===== config.mk =====
export PLATFORM = sky130hd
export DESIGN_NAME = matmul_seq
export DESIGN_NICKNAME = d
export VERILOG_FILES = /design/src/rtl/matmul_pkg.sv /design/src/rtl/matmul_mac.sv /design/src/rtl/matmul_seq.sv
export SDC_FILE = /design/constraint.sdc
export NUM_CORES = 2
export LEC_CHECK = 0
export ABC_AREA = 1
export BUFFER_PORTS_ARGS = -buffer_cell sky130_fd_sc_hd__clkbuf_2
export CAP_MARGIN = 30
export CORE_MARGIN = 2
export CORE_UTILIZATION = 40
export DETAILED_ROUTE_END_ITERATION = 16
export PLACE_DENSITY = 0.52
export SLEW_MARGIN = 20
export SYNTH_ARGS = -nofsm -noshare
export SYNTH_HDL_FRONTEND = slang
export SYNTH_SLANG_ARGS = --single-unit

===== constraint.sdc =====
create_clock -name clk -period 7.8 [get_ports clk]
set_input_delay 0.78 -clock clk [delete_from_list [all_inputs] [get_ports clk]]
set_output_delay 0.78 -clock clk [all_outputs]
set_load 0.02 [all_outputs]

===== src/rtl/matmul_pkg.sv =====
// matmul_pkg: shared definitions for the sequential matrix-multiply engine.
//   state_t  - FSM state encoding used by matmul_seq
//   addr_idx - word index of element [row][col] of a row-major n x n matrix at base
package matmul_pkg;

  typedef enum logic [3:0] {
    S_IDLE,
    S_CLR,
    S_RDC,
    S_LDC,
    S_RDA,
    S_RDB,
    S_MAC,
    S_WR,
    S_DONE
  } state_t;

  function automatic int unsigned addr_idx(input int unsigned base,
                                           input int unsigned row,
                                           input int unsigned col,
                                           input int unsigned n);
    return base + row * n + col;
  endfunction

endpackage


===== src/rtl/matmul_mac.sv =====
// matmul_mac: DW-bit accumulator for one C element.
// Ports:
//   clk, rst  - clock, synchronous active-high reset (acc <= 0)
//   clr       - acc <= 0
//   ld        - acc <= din (preload with existing C value)
//   mac_en    - acc <= acc + a*din, truncated to DW bits
//   a, din    - multiplicand (latched A element) and memory read data
//   sum       - acc + a*din, the value acc takes on a MAC step
module matmul_mac #(
  parameter int DW = 32
) (
  input  logic                 clk,
  input  logic                 rst,
  input  logic                 clr,
  input  logic                 ld,
  input  logic                 mac_en,
  input  logic signed [DW-1:0] a,
  input  logic signed [DW-1:0] din,
  output logic signed [DW-1:0] sum
);

  logic signed [DW-1:0]   acc;
  logic signed [2*DW-1:0] prod;

  // Only the low DW bits of the product matter; two's-complement wrap.
  assign prod = a * din;
  assign sum  = acc + prod[DW-1:0];

  always_ff @(posedge clk) begin
    if (rst || clr) begin
      acc <= '0;
    end else if (ld) begin
      acc <= din;
    end else if (mac_en) begin
      acc <= sum;
    end
  end

endmodule


===== src/rtl/matmul_seq.sv =====
// matmul_seq: sequential NxN matrix multiply, C = A*B (mode 0) or C = C + A*B (mode 1),
// operating on a single-port word memory. One memory access per cycle at most.
// Ports:
//   clk, rst              - clock, synchronous active-high reset (aborts any job)
//   start, mode           - job request and accumulate select, sampled in IDLE only
//   busy, done            - job running / one-cycle completion pulse
//   mem_addr, mem_rd_en   - word address and read request (data returns next cycle)
//   mem_rdata             - read data
//   mem_wr_en, mem_wdata  - write strobe and data
module matmul_seq
  import matmul_pkg::*;
#(
  parameter int N      = 3,
  parameter int DW     = 32,
  parameter int AW     = 8,
  parameter int A_BASE = 0,
  parameter int B_BASE = 9,
  parameter int C_BASE = 18
) (
  input  logic          clk,
  input  logic          rst,
  input  logic          start,
  input  logic          mode,
  output logic          busy,
  output logic          done,
  output logic [AW-1:0] mem_addr,
  output logic          mem_rd_en,
  input  logic [DW-1:0] mem_rdata,
  output logic          mem_wr_en,
  output logic [DW-1:0] mem_wdata
);

  localparam int CW = (N > 1) ? $clog2(N) : 1;
  localparam logic [CW-1:0] LAST = CW'(N - 1);

  state_t               state;
  logic                 mode_q;
  logic [CW-1:0]        i, j, k;
  logic [CW-1:0]        ni, nj, kn;
  logic signed [DW-1:0] a_reg;
  logic signed [DW-1:0] mac_sum;
  logic [AW-1:0]        a_addr, a_addr_nx, b_addr, c_addr, c_addr_nx;
  logic                 last_elem;

  // Next (i, j) in row-major order, used when leaving WR.
  always_comb begin
    nj = j + 1'b1;
    ni = i;
    if (j == LAST) begin
      nj = '0;
      ni = i + 1'b1;
    end
  end

  assign kn        = k + 1'b1;
  assign last_elem = (i == LAST) && (j == LAST);

  assign a_addr    = AW'(addr_idx(A_BASE, 32'(i), 32'(k), N));
  assign a_addr_nx = AW'(addr_idx(A_BASE, 32'(i), 32'(kn), N));
  assign b_addr    = AW'(addr_idx(B_BASE, 32'(k), 32'(j), N));
  assign c_addr    = AW'(addr_idx(C_BASE, 32'(i), 32'(j), N));
  assign c_addr_nx = AW'(addr_idx(C_BASE, 32'(ni), 32'(nj), N));

  matmul_mac #(.DW(DW)) u_mac (
    .clk    (clk),
    .rst    (rst),
    .clr    (state == S_CLR),
    .ld     (state == S_LDC),
    .mac_en (state == S_MAC),
    .a      (a_reg),
    .din    (mem_rdata),
    .sum    (mac_sum)
  );

  // Memory strobes and address are registered: they are set on the edge that
  // enters the state performing the access, so they are valid throughout it.
  always_ff @(posedge clk) begin
    if (rst) begin
      state     <= S_IDLE;
      busy      <= 1'b0;
      done      <= 1'b0;
      mem_rd_en <= 1'b0;
      mem_wr_en <= 1'b0;
      mem_addr  <= '0;
      mem_wdata <= '0;
      mode_q    <= 1'b0;
      a_reg     <= '0;
      i         <= '0;
      j         <= '0;
      k         <= '0;
    end else begin
      done      <= 1'b0;
      mem_rd_en <= 1'b0;
      mem_wr_en <= 1'b0;
      case (state)
        S_IDLE: begin
          if (start) begin
            mode_q <= mode;
            busy   <= 1'b1;
            i      <= '0;
            j      <= '0;
            k      <= '0;
            if (mode) begin
              state     <= S_RDC;
              mem_rd_en <= 1'b1;
              mem_addr  <= AW'(C_BASE);
            end else begin
              state <= S_CLR;
            end
          end
        end
        S_CLR, S_LDC: begin
          state     <= S_RDA;
          mem_rd_en <= 1'b1;
          mem_addr  <= a_addr;
        end
        S_RDC: state <= S_LDC;
        S_RDA: begin
          state     <= S_RDB;
          mem_rd_en <= 1'b1;
          mem_addr  <= b_addr;
        end
        S_RDB: begin
          a_reg <= mem_rdata;
          state <= S_MAC;
        end
        S_MAC: begin
          if (k != LAST) begin
            k         <= kn;
            state     <= S_RDA;
            mem_rd_en <= 1'b1;
            mem_addr  <= a_addr_nx;
          end else begin
            // Write the value the accumulator takes on this final MAC step.
            k         <= '0;
            state     <= S_WR;
            mem_wr_en <= 1'b1;
            mem_addr  <= c_addr;
            mem_wdata <= mac_sum;
          end
        end
        S_WR: begin
          if (last_elem) begin
            state <= S_DONE;
            busy  <= 1'b0;
            done  <= 1'b1;
          end else begin
            i <= ni;
            j <= nj;
            if (mode_q) begin
              state     <= S_RDC;
              mem_rd_en <= 1'b1;
              mem_addr  <= c_addr_nx;
            end else begin
              state <= S_CLR;
            end
          end
        end
        S_DONE:  state <= S_IDLE;
        default: state <= S_IDLE;
      endcase
    end
  end

endmodule


---- Yosys cells after proc, flatten, opt, wreduce, memory -nomap -nowiden ----
Cells that the tools add are included.
W data, S select, Z words.
operators by class
  add/subtract/negate cells ............... 12
  multipliers ............................. 4
  equal/unequal tests ..................... 15
  mux-type cells .......................... 34
  bitwise operators ....................... 3
  reduce and logical (&&, ||, !) cells .... 17
operators with widths
  cell                   number
  $mux W32               2
  $pmux W8 S5            1
  $add A32 B32 Y32       1
  $mul A32 B32 Y32       1
  $mux W8                4
  $pmux W4 S7            1
  $mux W2                9
  $eq A4 B3 Y1 const B   4
  $add A6 B2 Y7          2
  $add A5 B4 Y6 const A  2
  $mul A2 B2 Y4 const B  3
  $ne A2 B2 Y1 const B   6
  $pmux W2 S2            3
  $add A4 B2 Y5          2
  $mux W1                9
  $eq A4 B2 Y1 const B   2
  $mux W4                2
  $mux W7                1
  $add A2 B1 Y2 const B  3
  $add A5 B2 Y6          1
  $reduce_and A2 Y1      3
  $reduce_and A3 Y1      2
  $reduce_bool A2 Y1     3
  $reduce_or A2 Y1       3
  other kinds (12)       15
word-level totals
  bits in registers ....................... 119
  bits of input ports ..................... 36
  output and inout port bits .............. 44
  word-level logic and storage cells ...... 98

---- Depth between registers and ports, before layout ----
  word-level depth ........................ 8
  depth in mapped cells ................... 33
  mapped depth without buffers ............ 31

---- Modules after synthesis ----
From an unflattened synthesis, not the netlist that was laid out.
unflattened totals
  cell total of the unflattened synthesis .. 3198
  area total of the unflattened synthesis .. 23694.0 µm²
modules (own cells, without submodules)
  module      instances  cells each  area each (µm²)  seq. area each (µm²)
  matmul_mac  1          2651        19632.6          640.6
  matmul_seq  1          547         4061.4           1701.6

---- Worst setup path after synthesis ----
No wires, ideal clock.
  kind .................................... input to register
  start point ............................. in mem_rdata[14]
  end point ............................... reg u_mac.acc[29]
  setup time .............................. 0.075 ns
  arrival ................................. 7.010 ns
  data required time ...................... 7.725 ns
  slack ................................... 0.716 ns
  cell stages on the path ................. 27
  buffers on the path ..................... 2
  cells stage by stage .................... clkbuf_1 buf_1 nand2_1 inv_1 fa_1 fa_1 inv_1 fa_1 inv_1 fa_1 inv_1 fa_1 inv_1 fa_1 fa_1 inv_1 fa_1 inv_1 ha_1 nand2_1 nor4_1 nand3_1 nand3_1 a31o_1 xor2_1 nand2_1 a31oi_1
between the ends
  cells in the longest elaborated chain, start to end .. 4
ends and longest elaborated chain
  what                    line              text
  start: declaration      matmul_seq.sv:28  input logic [DW-1:0] mem_rdata,
  $mul A32 B32 Y32        matmul_mac.sv:26  assign prod = a * din;
  $add A32 B32 Y32        matmul_mac.sv:27  assign sum = acc + prod[DW-1:0];
  $mux W32                matmul_mac.sv:34  end else if (mac_en) begin
  $mux W32                matmul_mac.sv:32  end else if (ld) begin
  end signal: assignment  matmul_mac.sv:33  acc <= din;
  end signal: assignment  matmul_mac.sv:35  acc <= sum;
  end: declaration        matmul_mac.sv:22  logic signed [DW-1:0] acc;
Every way passes these cells. The select of a mux whose other input is x is not followed.
A chain may end at the register's enable or synchronous reset.

---- Final worst setup path ----
  start point ............................. in mem_rdata[2]
  end point ............................... reg u_mac.acc[30]
The elaborated chain is that of the path after synthesis.

==> flow_metrics.tcl <==
set metrics [dict create \
    fin_setup_tns_ns 0 \
    cts_made_buffers 17 \
    cts_hold_buf 0 \
    gr-usage-all-layers_pct 25.5 \
    gp_congestion 0.914 \
    die-height_um 245 \
    finalCritPeriodShare_pct 94.4 \
    clockRootBuffer "sky130_fd_sc_hd__clkbuf_16" \
    routed_length_per_instance_um 18.6 \
    most_used_dff_post_synth "sky130_fd_sc_hd__dfxtp_1" \
    ys.warnings.count 0 \
    crit_path_max_fo 19 \
    worst-endpoint-arrival_ns 7.73 \
    yosys-top-cells-area "sky130_fd_sc_hd__fa_1 (38%), sky130_fd_sc_hd__inv_1 (15%), sky130_fd_sc_hd__nand2_1 (13%), sky130_fd_sc_hd__dfxtp_1 (10%), sky130_fd_sc_hd__ha_1 (9.1%)" \
    vias_per_cell 4.87 \
    asyncSetResetFlopFracSynth_pct 0 \
    hold_start "busy" \
    first_global_vias 20500 \
    path_common_cell "sky130_fd_sc_hd__fa_1" \
    worst_tran_pin_value_ns 0.920 \
    r2r_slack_ns 0.47 \
    worst_ep_required_time_ns 8.17 \
    critPathCaptureType "flop" \
    final.setup_skew_ns 0.00996 \
    placeableCoreArea_um2 57700 \
    timing.rr.start "a_reg[4]" \
    max-slew-margin-rel_pct 38.7 \
    post_cts_resized 0 \
    filler_cell_count 5991 \
    port_buffers 77 \
    place_area_um2 24800 \
    antenna_found_initial 0 \
    post-synth-top-count-cell "sky130_fd_sc_hd__inv_1" \
    worstRegToRegCells 24 \
    critical_path.n_buffers_inverters 7 \
    drt_wl_total_mm 73.4 \
    grt_remaining_overflow 0 \
    outcome "complete, no violations" \
    num_antenna_cells 0 \
    worstHoldPathCells 2 \
    critical_path_startpoint_category "input pin" \
    number_of_nets_in_the_layout 3819 \
    clock_sink_count 117 \
    syn2layout_area_growth_pct 8.87 \
    drc 0 \
    min_path_type "flop to flop" \
    max_cap_violations 0 \
    post_layout_nonfiller_instances 3946 \
    min_delay_worst_endpoint "busy" \
    synth_seq_area_share_pct 10.0 \
    initialDrtViolationCount 1283 \
    synthCells 3132 \
    count_of_nets_left_with_antenna_violations_after_detail_routing 0 \
    regToRegEndpoint "u_mac.acc[30]" \
    rows 88 \
    critical_path_class "input pin to flop" \
    cts_setup_buffers 0 \
    cts_tree "yes" \
    fp.dieArea_um2 60300 \
    drive_gt1_share_pct 7.10 \
    h_tree_levels 4 \
    report.final.hold_viol_count 0 \
    critical_path.max_stage_delay_ns 0.54 \
    synth_cell_types 50 \
    synth-edff-count 0 \
    timing.critical_path.max_delay_family "adder cells" \
    ioPinCount 80 \
    peakVddDrop_uv 159 \
    netlist_area_um2 23300 \
    synth_top_cells_by_count "sky130_fd_sc_hd__inv_1 (941), sky130_fd_sc_hd__nand2_1 (825), sky130_fd_sc_hd__fa_1 (445), sky130_fd_sc_hd__ha_1 (170), sky130_fd_sc_hd__dfxtp_1 (117)" \
    wire_length_of_the_first_global_routing_pass_mm 116 \
    p_leak_nw 15.1 \
    num_vias 19200 \
    period_needed_ns 7.36 \
    floorplan.initialDensity_pct 40.4 \
    drt_pre_antenna_iters 8 \
    critical_path.slowest_cell "sky130_fd_sc_hd__fa_1" \
    place_inst 3912 \
    place.detailed.hpwl_mm 59.6 \
    post-synth-top-area-cell "sky130_fd_sc_hd__fa_1" \
    grt_start_max_net_pins 45 \
    p_total_mw 3.21 \
    path_clk_slew_ns 0.06 \
    synth_top_area_share_pct 38.2 \
    ys_seq_elements 117 \
    die_width_um 245 \
    cts.path.max_buffers 2 \
    synth.avg_cell_area_um2 7.45 \
    clkLatencyLatePin_ns 0.45 \
    post-route-cell-area_um2 25400 \
    max_clock_freq_mhz 136 \
    p_per_area_nw_per_um2 126 \
    report.final.setup_viol 0 \
    grt_setup_unrepaired "no" \
    final_max_slew_viol_count 0 \
]
-- kinds of logic after synthesis --
group / count (synthesis) / share of synthesized area, %
flops: 117 / 10.0
compound gates: 224 / 5.70
other cells: 1 / 0.0161
simple gates: 1035 / 17.5
xor+xnor: 40 / 1.50
buf+inv: 1100 / 18.0
fa+ha+maj: 615 / 47.3
-- per-stage QoR --
step / worst slack (ns) / hold slack (ns) / utilization, %
2_1_floorplan: 0.716 / 0.454 / -
5_1_grt: 0.163 / 0.493 / 44.0
3_5_place_dp: 0.0547 / 0.456 / 43.0
3_3_place_gp: 0.0861 / 0.451 / 43.0
4_1_cts: 0.511 / 0.473 / 44.0
6_report: 0.440 / 0.467 / 44.0
-- cell type report --
class | instances | area, um^2 | share of cell area, %
clock buffers | 20 | 467 | 1.84
clock inverters | 12 | 118 | 0.463
inverters | 952 | 3570 | 14.1
multi-input cells | 1916 | 16800 | 66.2
flip-flops and latches | 117 | 2340 | 9.23
well taps | 765 | 957 | 3.77
repair buffers | 164 | 1120 | 4.43
-- how the worst max path moves through the flow --
stage | start | end | slack [ns] | cells past startpoint
after global placement | mem_rdata[2] | u_mac.acc[30] | 0.09 | 25
after floorplan | mem_rdata[14] | u_mac.acc[29] | 0.72 | 27
final | mem_rdata[2] | u_mac.acc[30] | 0.44 | 25
after CTS | a_reg[4] | u_mac.acc[30] | 0.51 | 24
after global routing | mem_rdata[2] | u_mac.acc[30] | 0.16 | 25
after detailed placement | mem_rdata[2] | u_mac.acc[30] | 0.05 | 25
-- metal layers --
| metal | share of wire [%] | up-vias | GRT usage [%] |
|---|---|---|---|
| met3 | 5.3 | 84 | 2.91 |
| met2 | 48 | 521 | 42.5 |
| met1 | 44 | 9647 | 35.0 |
| met4 | 2.5 | 0 | 7.09 |
| li1 | - | 8968 | - |
| met5 | 0 | - | 0 |
-- cells in the final DEF (no fill, tap or decap), types with 6 or more instances in the layout --
cell / count
sky130_fd_sc_hd__inv_1: 939
sky130_fd_sc_hd__nand2_1: 825
sky130_fd_sc_hd__fa_1: 445
sky130_fd_sc_hd__ha_1: 170
sky130_fd_sc_hd__dfxtp_1: 115
sky130_fd_sc_hd__nor2_1: 99
sky130_fd_sc_hd__buf_4: 79
sky130_fd_sc_hd__o21ai_0: 78
sky130_fd_sc_hd__clkbuf_2: 77
sky130_fd_sc_hd__nand3_1: 69
sky130_fd_sc_hd__a21oi_1: 53
sky130_fd_sc_hd__a31oi_1: 30
sky130_fd_sc_hd__xor2_1: 29
sky130_fd_sc_hd__o21bai_1: 21
sky130_fd_sc_hd__clkbuf_16: 17
sky130_fd_sc_hd__nor3_1: 11
sky130_fd_sc_hd__xnor2_1: 11
sky130_fd_sc_hd__nand3b_1: 9
sky130_fd_sc_hd__inv_2: 8
sky130_fd_sc_hd__a21o_1: 6
sky130_fd_sc_hd__buf_12: 6
-- worst reg2reg max path, cell delays in order (launching register included) --
cell and delay (ns):
sky130_fd_sc_hd__dfxtp_1 0.87, sky130_fd_sc_hd__buf_4 0.41, sky130_fd_sc_hd__nand2_1 0.08, sky130_fd_sc_hd__inv_1 0.09, sky130_fd_sc_hd__fa_1 0.41, sky130_fd_sc_hd__inv_1 0.08
sky130_fd_sc_hd__fa_1 0.44, sky130_fd_sc_hd__fa_1 0.42, sky130_fd_sc_hd__fa_1 0.49, sky130_fd_sc_hd__inv_1 0.05, sky130_fd_sc_hd__fa_1 0.57, sky130_fd_sc_hd__fa_1 0.46
sky130_fd_sc_hd__fa_1 0.49, sky130_fd_sc_hd__inv_1 0.05, sky130_fd_sc_hd__fa_1 0.51, sky130_fd_sc_hd__inv_1 0.05, sky130_fd_sc_hd__ha_1 0.40, sky130_fd_sc_hd__nand2_1 0.12
sky130_fd_sc_hd__nor3_1 0.20, sky130_fd_sc_hd__and2_1 0.18, sky130_fd_sc_hd__nand3_1 0.09, sky130_fd_sc_hd__nand2_1 0.14, sky130_fd_sc_hd__xor2_1 0.38, sky130_fd_sc_hd__nand2_1 0.11
sky130_fd_sc_hd__a31oi_1 0.16
-- power by group --
group / total (mW) / switching (mW) / internal, mW
clock network: 0.817 / 0.348 / 0.469
logic: 1.72 / 1.12 / 0.600
registers: 0.673 / 0.0463 / 0.626
total: 3.21 / 1.51 / 1.70
(Power assumes the default switching activity.)
